### src/rtl/sevenseg_pkg.sv
`default_nettype none
// ============================================================================
// Module : sevenseg_pkg
// Brief  : Shared definitions for the seven-segment-with-dot link. Holds the
//          hex glyph constants (active-high, ordered {g,f,e,d,c,b,a}), the
//          blank glyph, a glyph-to-nibble decode function and the reader FSM
//          state encoding. The display driver's encoder uses the same
//          glyph constants, so both ends agree on the character set.
// Ports  : none (package)
// Rev    : 1.0 - initial release
// ============================================================================
package sevenseg_pkg;

  localparam logic [6:0] GLYPH_0     = 7'h3F;
  localparam logic [6:0] GLYPH_1     = 7'h06;
  localparam logic [6:0] GLYPH_2     = 7'h5B;
  localparam logic [6:0] GLYPH_3     = 7'h4F;
  localparam logic [6:0] GLYPH_4     = 7'h66;
  localparam logic [6:0] GLYPH_5     = 7'h6D;
  localparam logic [6:0] GLYPH_6     = 7'h7D;
  localparam logic [6:0] GLYPH_7     = 7'h07;
  localparam logic [6:0] GLYPH_8     = 7'h7F;
  localparam logic [6:0] GLYPH_9     = 7'h6F;
  localparam logic [6:0] GLYPH_A     = 7'h77;
  localparam logic [6:0] GLYPH_B     = 7'h7C;
  localparam logic [6:0] GLYPH_C     = 7'h39;
  localparam logic [6:0] GLYPH_D     = 7'h5E;
  localparam logic [6:0] GLYPH_E     = 7'h79;
  localparam logic [6:0] GLYPH_F     = 7'h71;
  localparam logic [6:0] GLYPH_BLANK = 7'h00;

  // Reader FSM: IDLE waits for a dp=1 (high nibble) glyph, WAIT_LO waits
  // for the dp=0 (low nibble) glyph that completes the byte.
  typedef enum logic [0:0] {
    ST_IDLE    = 1'b0,
    ST_WAIT_LO = 1'b1
  } state_t;

  // Returns {valid, nibble}. Blank and every non-hex pattern return valid=0;
  // callers that treat blank specially must test for it before decoding.
  function automatic logic [4:0] decode_glyph(input logic [6:0] glyph);
    logic [4:0] result;
    result = 5'b0_0000;
    case (glyph)
      GLYPH_0: result = {1'b1, 4'h0};
      GLYPH_1: result = {1'b1, 4'h1};
      GLYPH_2: result = {1'b1, 4'h2};
      GLYPH_3: result = {1'b1, 4'h3};
      GLYPH_4: result = {1'b1, 4'h4};
      GLYPH_5: result = {1'b1, 4'h5};
      GLYPH_6: result = {1'b1, 4'h6};
      GLYPH_7: result = {1'b1, 4'h7};
      GLYPH_8: result = {1'b1, 4'h8};
      GLYPH_9: result = {1'b1, 4'h9};
      GLYPH_A: result = {1'b1, 4'hA};
      GLYPH_B: result = {1'b1, 4'hB};
      GLYPH_C: result = {1'b1, 4'hC};
      GLYPH_D: result = {1'b1, 4'hD};
      GLYPH_E: result = {1'b1, 4'hE};
      GLYPH_F: result = {1'b1, 4'hF};
      default: result = 5'b0_0000;
    endcase
    return result;
  endfunction

endpackage : sevenseg_pkg
`default_nettype wire

### src/rtl/sevenseg_sync.sv
`default_nettype none
// ============================================================================
// Module : sevenseg_sync
// Brief  : N-stage flip-flop synchroniser for an 8-bit vector plus an enable
//          bit. All stages clear on synchronous active-low reset.
// Ports  : clk       in   clock
//          rst_n     in   synchronous reset, active-low
//          data_in   in   8-bit asynchronous vector
//          en_in     in   asynchronous enable
//          data_out  out  synchronised vector
//          en_out    out  synchronised enable
// Rev    : 1.0 - initial release
// ============================================================================
module sevenseg_sync #(
  parameter int STAGES = 2
) (
  input  logic       clk,
  input  logic       rst_n,
  input  logic [7:0] data_in,
  input  logic       en_in,
  output logic [7:0] data_out,
  output logic       en_out
);

  // Enable travels in bit 8 alongside the data so both see identical latency.
  logic [8:0] stage_q [STAGES];

  for (genvar i = 0; i < STAGES; i++) begin : g_stage
    if (i == 0) begin : g_first
      always_ff @(posedge clk) begin
        if (!rst_n) stage_q[i] <= '0;
        else        stage_q[i] <= {en_in, data_in};
      end
    end else begin : g_next
      always_ff @(posedge clk) begin
        if (!rst_n) stage_q[i] <= '0;
        else        stage_q[i] <= stage_q[i-1];
      end
    end
  end

  assign data_out = stage_q[STAGES-1][7:0];
  assign en_out   = stage_q[STAGES-1][8];

endmodule : sevenseg_sync
`default_nettype wire

### src/rtl/sevenseg_dot_reader.sv
`default_nettype none
// ============================================================================
// Module : sevenseg_dot_reader
// Brief  : Receive side of the seven-segment-with-dot link. Samples the
//          synchronised segment bus on each enabled tick, decodes hex glyphs
//          and reassembles {hi, lo} bytes (dp=1 marks hi, dp=0 marks lo),
//          presenting them on a valid/ready output.
// Ports  : aclk         in   clock
//          aresetn      in   synchronous reset, active-low
//          tick         in   single-cycle sample strobe (aclk domain)
//          en           in   asynchronous enable
//          seg_a..seg_g in   asynchronous segment inputs
//          seg_dot      in   asynchronous dp segment
//          m_data       out  reassembled byte
//          m_valid      out  byte available
//          m_ready      in   consumer accepts byte
//          err_glyph    out  1-cycle pulse, undecodable pattern sampled
//          err_timeout  out  1-cycle pulse, low nibble not seen in time
//          overflow     out  1-cycle pulse, completed byte dropped
// Rev    : 1.0 - initial release
// ============================================================================
module sevenseg_dot_reader
  import sevenseg_pkg::*;
#(
  parameter int SYNC_STAGES    = 2,
  parameter bit SEG_ACTIVE_LOW = 1'b0,
  parameter int TIMEOUT_TICKS  = 8
) (
  input  logic       aclk,
  input  logic       aresetn,
  input  logic       tick,
  input  logic       en,
  input  logic       seg_a,
  input  logic       seg_b,
  input  logic       seg_c,
  input  logic       seg_d,
  input  logic       seg_e,
  input  logic       seg_f,
  input  logic       seg_g,
  input  logic       seg_dot,
  output logic [7:0] m_data,
  output logic       m_valid,
  input  logic       m_ready,
  output logic       err_glyph,
  output logic       err_timeout,
  output logic       overflow
);

  localparam logic [7:0] TIMEOUT_LIMIT = 8'(TIMEOUT_TICKS);

  logic [7:0] seg_raw;
  logic [7:0] seg_sync;
  logic       en_sync;
  logic [6:0] glyph;
  logic       dot;
  logic [4:0] decoded;
  logic       sample;

  state_t     state, state_next;
  logic [3:0] hi_nib, hi_nib_next;
  logic [7:0] wait_cnt, wait_cnt_next;
  logic [7:0] data_next;
  logic       valid_next;
  logic       err_glyph_next;
  logic       err_timeout_next;
  logic       overflow_next;
  logic       complete;

  assign seg_raw = {seg_dot, seg_g, seg_f, seg_e, seg_d, seg_c, seg_b, seg_a};

  sevenseg_sync #(
    .STAGES(SYNC_STAGES)
  ) u_sync (
    .clk      (aclk),
    .rst_n    (aresetn),
    .data_in  (seg_raw),
    .en_in    (en),
    .data_out (seg_sync),
    .en_out   (en_sync)
  );

  // Inversion happens after the synchroniser so the flops always see the
  // raw pin levels; the dp pin shares the bus polarity.
  assign glyph   = seg_sync[6:0] ^ {7{SEG_ACTIVE_LOW}};
  assign dot     = seg_sync[7] ^ SEG_ACTIVE_LOW;
  assign decoded = decode_glyph(glyph);
  assign sample  = tick & en_sync;

  always_ff @(posedge aclk) begin
    if (!aresetn) begin
      state       <= ST_IDLE;
      hi_nib      <= 4'h0;
      wait_cnt    <= 8'd0;
      m_data      <= 8'h00;
      m_valid     <= 1'b0;
      err_glyph   <= 1'b0;
      err_timeout <= 1'b0;
      overflow    <= 1'b0;
    end else begin
      state       <= state_next;
      hi_nib      <= hi_nib_next;
      wait_cnt    <= wait_cnt_next;
      m_data      <= data_next;
      m_valid     <= valid_next;
      err_glyph   <= err_glyph_next;
      err_timeout <= err_timeout_next;
      overflow    <= overflow_next;
    end
  end

  always_comb begin
    state_next       = state;
    hi_nib_next      = hi_nib;
    wait_cnt_next    = wait_cnt;
    err_glyph_next   = 1'b0;
    err_timeout_next = 1'b0;
    complete         = 1'b0;

    if (!en_sync) begin
      // Disabled: drop any partial byte, but the output side is untouched.
      state_next    = ST_IDLE;
      wait_cnt_next = 8'd0;
    end else if (sample) begin
      if (glyph == GLYPH_BLANK) begin
        // Blanks are never errors but still consume timeout budget.
        if (state == ST_WAIT_LO) begin
          wait_cnt_next = wait_cnt + 8'd1;
          if (wait_cnt_next == TIMEOUT_LIMIT) begin
            err_timeout_next = 1'b1;
            state_next       = ST_IDLE;
            wait_cnt_next    = 8'd0;
          end
        end
      end else if (!decoded[4]) begin
        err_glyph_next = 1'b1;
        state_next     = ST_IDLE;
        wait_cnt_next  = 8'd0;
      end else if (dot) begin
        // A hi glyph always (re)starts a byte, from either state.
        hi_nib_next   = decoded[3:0];
        wait_cnt_next = 8'd0;
        state_next    = ST_WAIT_LO;
      end else if (state == ST_WAIT_LO) begin
        complete      = 1'b1;
        state_next    = ST_IDLE;
        wait_cnt_next = 8'd0;
      end
    end
  end

  // Output holding register: a completion may land in the same cycle the
  // consumer accepts, which reloads instead of letting m_valid fall.
  always_comb begin
    data_next     = m_data;
    valid_next    = m_valid;
    overflow_next = 1'b0;
    if (complete) begin
      if (!m_valid || m_ready) begin
        data_next  = {hi_nib, decoded[3:0]};
        valid_next = 1'b1;
      end else begin
        overflow_next = 1'b1;
      end
    end else if (m_valid && m_ready) begin
      valid_next = 1'b0;
    end
  end

endmodule : sevenseg_dot_reader
`default_nettype wire

### config.mk
export PLATFORM = sky130hd
export DESIGN_NAME = sevenseg_dot_reader
export DESIGN_NICKNAME = d
export VERILOG_FILES = /design/src/rtl/sevenseg_pkg.sv /design/src/rtl/sevenseg_sync.sv /design/src/rtl/sevenseg_dot_reader.sv
export SDC_FILE = /design/constraint.sdc
export NUM_CORES = 1
export LEC_CHECK = 0
export BUFFER_PORTS_ARGS = -buffer_cell sky130_fd_sc_hd__buf_2
export CORE_MARGIN = 3
export CORE_UTILIZATION = 50
export CTS_BUF_LIST = sky130_fd_sc_hd__clkbuf_8
export DETAILED_ROUTE_END_ITERATION = 8
export PLACE_DENSITY = 0.7
export SLEW_MARGIN = 30
export SYNTH_ARGS = -nofsm -noshare
export SYNTH_HDL_FRONTEND = slang
export SYNTH_SLANG_ARGS = --single-unit
### constraint.sdc
create_clock -name aclk -period 2.4 [get_ports aclk]
set_clock_uncertainty 0.05 [all_clocks]
set_input_delay 0.48 -clock aclk [delete_from_list [all_inputs] [get_ports aclk]]
set_output_delay 0.48 -clock aclk [all_outputs]
set_load 0.1 [all_outputs]
# After elaboration in Yosys (flattened, before gate mapping)
# Memory sizes are Yosys's and may differ from the RTL's.
# Cells that the tools add are included.
# classes
addsub	1
n_eq_ne	20
mux	28
bitwise	7
reduce_logical	13
# ops
cell	n
$eq 7x7->1 const B	12
$pmux 5 s16	1
$mux 8	6
$mux 1	19
$mux 9	2
$eq 7x3->1 const B	2
$eq 7x6->1 const B	2
$reduce_and 5->1	2
$add 8x1->8 const B	1
$eq 8x4->1 const B	1
$reduce_and 2->1	4
$logic_not 7->1	1
$not 1->1	4
$reduce_or 4->1	1
$ne 3x2->1 const B	1
$reduce_and 3->1	1
$ne 2x1->1 const B	1
$ne 2x2->1 const B	1
$or 1x1->1	2
$reduce_bool 2->1	1
$and 1x1->1	1
$logic_and 1x1->1	1
$logic_not 1->1	1
$logic_or 1x1->1	1
# totals
ff_bits	25
ramBits	18
output_inout_bits	12
wordCells	78
mem_count	1
# memory_table
memory	depth	word_bits	read_ports	rd_ports_with_merged_regs	wr	line	rtl
u_sync.stage_q	2	9	2	0	2	sevenseg_sync.sv:26	logic [8:0] stage_q [STAGES];

# Logic depth before layout (Yosys ltp)
# Gate-level depths: netlist of the first run.
# depth
word_depth	8
depth_mapped	8
mapped_depth_nobuf	7

# By module
# Synthesis of the first run repeated with hierarchy kept, for this count alone.
# hier_totals
hier_cells	246
area_unflattened_um2	2209.6
# by_module_without_submodules
module	instances	cells_per_inst	area_each_um2	seq_area_each_um2
sevenseg_dot_reader	1	209	1707.9	500.5
sevenseg_sync	1	37	501.7	360.3

# Worst setup path after synthesis of the first run
# No wires, ideal clock.
# synth_timing
path_kind	register to register
from	register m_valid
to	register m_data[0]
arrival_time_ns	1.931
t_required_ns	2.230
path_slack_ns	0.299
stages_incl_launch_ff	6
synth_period_minus_slack_ns	2.101
path_cell_list	dfxtp_1 -> nor2b_1 -> or4_1 -> a21oi_4 -> mux2i_1 -> nor2b_1
# synth_between
elab_chain_len	3
# synth_lines
item	line	rtl
start, declared	sevenseg_dot_reader.sv:42	output logic m_valid,
start signal, assigned	sevenseg_dot_reader.sv:104	m_valid <= valid_next;
$logic_not 1->1	sevenseg_dot_reader.sv:158	if (!m_valid || m_ready) begin
$logic_or 1x1->1	sevenseg_dot_reader.sv:158	
$reduce_and 2->1 (no line)	-	
end signal, assigned	sevenseg_dot_reader.sv:103	m_data <= data_next;
end, declared	sevenseg_dot_reader.sv:41	output logic [7:0] m_data,
# Every way passes these cells.
# A chain may end at the register's enable or synchronous reset.

==> impl_metrics.tcl, run 1 <==
set metrics [dict create \
    cts_made_buffers 5 \
    synth-edff-count 0 \
    crit_type "reg2reg" \
    grt_max_degree 21 \
    path_max_fanout 9 \
    ys_async_sr_fraction_pct 0 \
    maxCapViolCount 0 \
    whs_ps 350 \
    place_area_um2 2290 \
    antenna_found_initial 0 \
    cts_hold_buf 0 \
    gr-total-overflow 0 \
    netlist_instances 223 \
    nets 268 \
    clk_pin_slew_ps 80 \
    routedWlPerCell_um 13.3 \
    cts_resized 0 \
    maxSlewViolCount 0 \
    design.die.area_um2 4950 \
    routabilityCongestion 0.840 \
    max-vdd-ir-drop_uv 423 \
    dr_total_vias 1676 \
    initial_core_util_pct 54.1 \
    period_share_pct 92.4 \
    hold_viol 0 \
    yosysWarnings 0 \
    power.leakage_nw 0.905 \
    wirelength_mm 4.03 \
    clock_sinks 43 \
    grtUsageTotal_pct 17.3 \
    syn_nets 238 \
    core_um2 3830 \
    grt_pass1_wl_mm 7.06 \
    hold_depth 2 \
    fin_area_um2 2430 \
    syn-cell-area_um2 2070 \
    pin_count 25 \
    cts.htree.levels 2 \
    root_buffer "clkbuf_8" \
    slew_headroom_pct 67.2 \
    finish.utilization_pct 63.5 \
    hpwl_mm 2.89 \
    post-cts-setup-buffer-count 0 \
    min-delay-path-class "in2reg" \
    rsz0062_at_grt "false" \
    die_y_um 70.3 \
    worstPathArrival_ps 2390 \
    diodes 0 \
    port_buffers 24 \
    tightestPinTransition_ps 495 \
    drive_above_1_share_pct 21.7 \
    dpl.cell_count 294 \
    place_ws_ps 56.5 \
    drc 0 \
    cts_tree "built" \
    clk_latency_ps 290 \
    synth_seq_area_share_pct 41.6 \
    min_period_ps 2220 \
    die_x_um 70.3 \
    rows 22 \
    syn_area_per_cell_um2 9.28 \
    p_total_mw 1.49 \
    tns_ps 0 \
    synth_cell_types 54 \
    first_iter_violations 91 \
    final_antenna_net_count 0 \
    finalSetupViolations 0 \
    setup_ws_ps 182 \
    end_kind "flop" \
    ys.flop_type "dfxtp_1" \
    outcome "finished, final reports clean" \
    clockBufferDepth 2 \
    start_kind "flop" \
    syn_to_final_growth_pct 17.4 \
    powerDensity_nw_per_um2 613 \
    synth-seq-cells 43 \
    viasPerCell 5.55 \
    first_pass_iters 4 \
    worst-endpoint-required_ps 2570 \
    grt_pass1_vias 1546 \
    reg2reg_depth 7 \
    fmax_mhz 451 \
    stdcell_count 302 \
]
-- cells in the mapped netlist (4+ instances only) --
master	n	area (µm²)
dfxtp_1	43	861
nor2_1	5	18.8
nand3_1	12	60.1
nand2_1	15	56.3
or4_1	6	45.0
a21oi_1	13	65.1
and2_1	23	144
nor2b_1	11	68.8
o21ai_1	8	40.0
clkbuf_1	9	33.8
mux2i_1	8	80.1
or3_1	5	31.3
nor3_1	4	20.0
-- registers in the layout, summed over array words and instances (netlist names) --
signal and flops:
err_timeout 1, u_sync.stage_q 18, wait_cnt 8, state 1, hi_nib 4, m_valid 1, overflow 1, m_data 8
err_glyph 1
-- logic make-up (layout without fill, tap and decap cells) --
group	Yosys count	count (layout)	share of synthesized area (%)
AOI/OAI and AO/OA	43	43	15.5
muxes	8	8	3.87
and+or+nand+nor	112	112	34.3
DFF	43	43	41.6
xor gates and xnor gates	1	1	0.423
buffers and inverters	14	45	3.08
adders and majority gates	2	2	1.21
-- worst max-delay path, cell delays in order (launching register included) --
cell,delay (ps)
dfxtp_1,510
or3b_2,180
a21oi_1,120
nor4_2,350
a2bb2oi_2,170
buf_12,170
or4_1,460
a21oi_1,150
-- where the power goes --
group          internal (mW)  switching (mW)
Clock                  0.411           0.234
Sequential             0.728          0.0149
Combinational         0.0489          0.0513
Total                   1.19           0.301
-- cell usage in the layout (no fill, tap or decap), drive strengths merged, types with 3 or more instances in the layout --
| master | count |
|---|---|
| dfxtp | 43 |
| buf | 36 |
| and2 | 23 |
| nand2 | 15 |
| a21oi | 15 |
| nand3 | 12 |
| nor2b | 11 |
| o21ai | 10 |
| mux2i | 8 |
| or4 | 6 |
| or3 | 6 |
| nor2 | 5 |
| clkbuf | 5 |
| nor3 | 4 |
| nand2b | 3 |
| and3 | 3 |
| and3b | 3 |
| nor4b | 3 |
| or3b | 3 |
| a2111oi | 3 |
| nor4 | 3 |
-- per-layer routing --
| layer | global-route usage (%) | vias up | wire (µm) |
|---|---|---|---|
| li1 | - | 872 | - |
| met1 | 24.6 | 753 | 2030 |
| met2 | 25.5 | 45 | 1780 |
| met3 | 4.60 | 6 | 173 |
| met4 | 5.11 | 0 | 46 |
| met5 | 0 | - | 0 |
-- final timing paths --
kind	slack (ps)	endpoint	startpoint
worst max-delay path	180	wait_cnt[3]$_SDFFE_PN0P_	u_sync.stage_q[1][5]$_SDFF_PN0_
worst min-delay path	350	u_sync.stage_q[0][2]$_SDFF_PN0_	seg_c
worst max register to register	180	wait_cnt[3]$_SDFFE_PN0P_	u_sync.stage_q[1][5]$_SDFF_PN0_
worst min register to register	380	u_sync.stage_q[1][3]$_SDFF_PN0_	u_sync.stage_q[0][3]$_SDFF_PN0_
-- layout make-up --
cell class	count	area [µm²]
fillers	318	1400
multi-input cells	166	1140
flip-flops and latches	43	865
well taps	48	60.1
clock buffers	5	68.8
inverters	1	3.75
clock inverters	3	63.8
repair buffers	36	223
Note: power is estimated with default switching activity, not from simulation.
==> run 2, diff against run 1 <==
--- a/config.mk
+++ b/config.mk
@@ -10,6 +10,8 @@
 export CORE_UTILIZATION = 50
 export CTS_BUF_LIST = sky130_fd_sc_hd__clkbuf_8
 export DETAILED_ROUTE_END_ITERATION = 8
+export GPL_TIMING_DRIVEN = 0
+export MAX_ROUTING_LAYER = met4
 export PLACE_DENSITY = 0.7
 export SLEW_MARGIN = 30
 export SYNTH_ARGS = -nofsm -noshare
==> impl_metrics.tcl, run 2 (synthesis results as in run 1) <==
set metrics [dict create \
    cts.htree.levels 2 \
    die_y_um 70.3 \
    finalSetupViolations 0 \
    grtUsageTotal_pct 17.9 \
    grtUsageMet3_pct 4.03 \
    routedWlPerCell_um 13.3 \
    slew_headroom_pct 57.4 \
    maxSlewViolCount 0 \
    first_iter_violations 89 \
    met2_usage_pct 26.8 \
    rrSetupSlack_ps 150 \
    path_max_fanout 10 \
    tightestPinTransition_ps 630 \
    port_buffers 23 \
    final_common_cell "dfxtp_1" \
    wirelength_mm 4.05 \
    pin_count 25 \
    drive_above_1_share_pct 20.4 \
    top_register "u_sync.stage_q" \
    largest_reg_flops 18 \
    hold_depth 2 \
    syn_to_final_growth_pct 14.6 \
    dpl.cell_count 294 \
    min_from "seg_f" \
    end_kind "flop" \
    antenna_found_initial 0 \
    switchingPower_mw 0.327 \
    grt_pass1_vias 1572 \
    grt_max_degree 17 \
    hpwl_mm 2.92 \
    clock_power_share_pct 36.3 \
    clk_pin_slew_ps 90 \
    final_antenna_net_count 0 \
    max-vdd-ir-drop_uv 448 \
    crit_type "reg2reg" \
    setup_ws_ps 153 \
    initial_core_util_pct 54.1 \
    viasPerCell 5.52 \
    reg2reg_depth 8 \
    root_buffer "clkbuf_8" \
    first_pass_iters 5 \
    clock_sinks 43 \
    hold_end "u_sync.stage_q[0][5]$_SDFF_PN0_" \
    stdcell_count 303 \
    worstReg2RegEnd "wait_cnt[3]$_SDFFE_PN0P_" \
    min-delay-path-class "in2reg" \
    place_area_um2 2240 \
    design.die.area_um2 4950 \
    start_kind "flop" \
    whs_ps 333 \
    seqPwrFrac_pct 56.3 \
    layout.cells.most_common_list "dfxtp_1, buf_2, and2_1" \
    switching_share_pct 25.0 \
    powerDensity_nw_per_um2 552 \
    worstPathArrival_ps 2420 \
    nets 269 \
    fin_area_um2 2370 \
    clockBufferDepth 2 \
    cts_tree "built" \
    maxCapViolCount 0 \
    grt_pass1_wl_mm 7.00 \
    gr-total-overflow 0 \
    worst-endpoint-required_ps 2580 \
    die_x_um 70.3 \
    clk_latency_ps 290 \
    rows 22 \
    rr_startpoint "u_sync.stage_q[1][6]$_SDFF_PN0_" \
    top_regs "u_sync.stage_q x18, m_data x8, wait_cnt x8" \
    p_int_mw 0.982 \
    period_share_pct 93.6 \
    place_ws_ps 124 \
    min_period_ps 2250 \
    outcome "finished, final reports clean" \
    fmax_mhz 445 \
    grt_use_met1_pct 23.1 \
    drc 0 \
    cts_made_buffers 5 \
    power.leakage_nw 0.871 \
    power_frac_comb_pct 7.4 \
    cts_hold_buf 0 \
    routabilityCongestion 0.861 \
    core_um2 3830 \
    hold_viol 0 \
    dr_total_vias 1674 \
    diodes 0 \
    grt_busiest_layer "met2" \
]
[run 2: changes by cell type in the layout (fill, tap and decap cells not counted), moves of 2 or more]
| cell | delta |
|---|---|
| buf_2 | +2 |
| buf_4 | -10 |
| inv_6 | +2 |
| clkbuf_1 | +4 |
| dfxtp_1 | +2 |
| dfxtp_2 | -2 |
| clkbuf_2 | +4 |
| bufinv_16 | -2 |
[run 2: power groups by stage]
stage	Clock, mW	Combinational [mW]	Sequential, mW
finish	0.476	0.0963	0.737
global route	0.520	0.108	0.739
CTS	0.498	0.0952	0.736
detailed placement	0	0.0947	0.753
global placement	0	0.0936	0.753
floorplan	0	0.0675	0.752
[run 2: worst max path at each step]
stage               cells after the start                        to  slack (ps)                             from
global route                            7  wait_cnt[3]$_SDFFE_PN0P_        -0.4         wait_cnt[0]$_SDFFE_PN0P_
detailed placement                      8  wait_cnt[5]$_SDFFE_PN0P_         120  u_sync.stage_q[1][3]$_SDFF_PN0_
floorplan                               5    m_data[0]$_SDFFE_PN0P_         300             m_valid$_SDFFE_PN0P_
global placement                        8  wait_cnt[5]$_SDFFE_PN0P_         110  u_sync.stage_q[1][3]$_SDFF_PN0_
finish                                  8  wait_cnt[3]$_SDFFE_PN0P_         150  u_sync.stage_q[1][6]$_SDFF_PN0_
CTS                                     5  wait_cnt[3]$_SDFFE_PN0P_         100  u_sync.stage_q[1][4]$_SDFF_PN0_
[run 2: area by class of cell]
cell class              count  area [µm²]
clock buffers               5        68.8
well taps                  48        60.1
clock inverters             3        26.3
multi-input cells         166        1150
flip-flops and latches     43         862
repair buffers             25         143
plain buffers              12        61.3
inverters                   1        3.75
fillers                   347        1450
[run 2: repair_timing]
action	CTS	global route
buffers inserted	0	2
setup endpoints to repair	0	11
resized for setup	0	10
[run 2: routing by layer]
| layer | up-vias | share of wire [%] |
|---|---|---|
| met5 | - | 0 |
| met4 | 0 | 1.4 |
| met3 | 4 | 3.7 |
| met2 | 29 | 45 |
| met1 | 764 | 50 |
| li1 | 877 | - |
[run 2: through the flow]
step | setup TNS (ps) | power [mW] | util [%]
after floorplan | 0 | 0.820 | -
after global routing | -0.358 | 1.37 | 62.0
final | 0 | 1.31 | 62.0
after detailed placement | 0 | 0.848 | 58.7
after global placement | 0 | 0.846 | 58.7
after CTS | 0 | 1.33 | 61.2
[run 2: worst max-delay path: stages, from the launching register on]
cell       delay (ps)
dfxtp_1           380
buf_2             220
nand3b_1          130
a21oi_1           130
nor4_2            360
a2bb2oi_2         120
buf_4             160
or4_1             470
a21oi_1           160
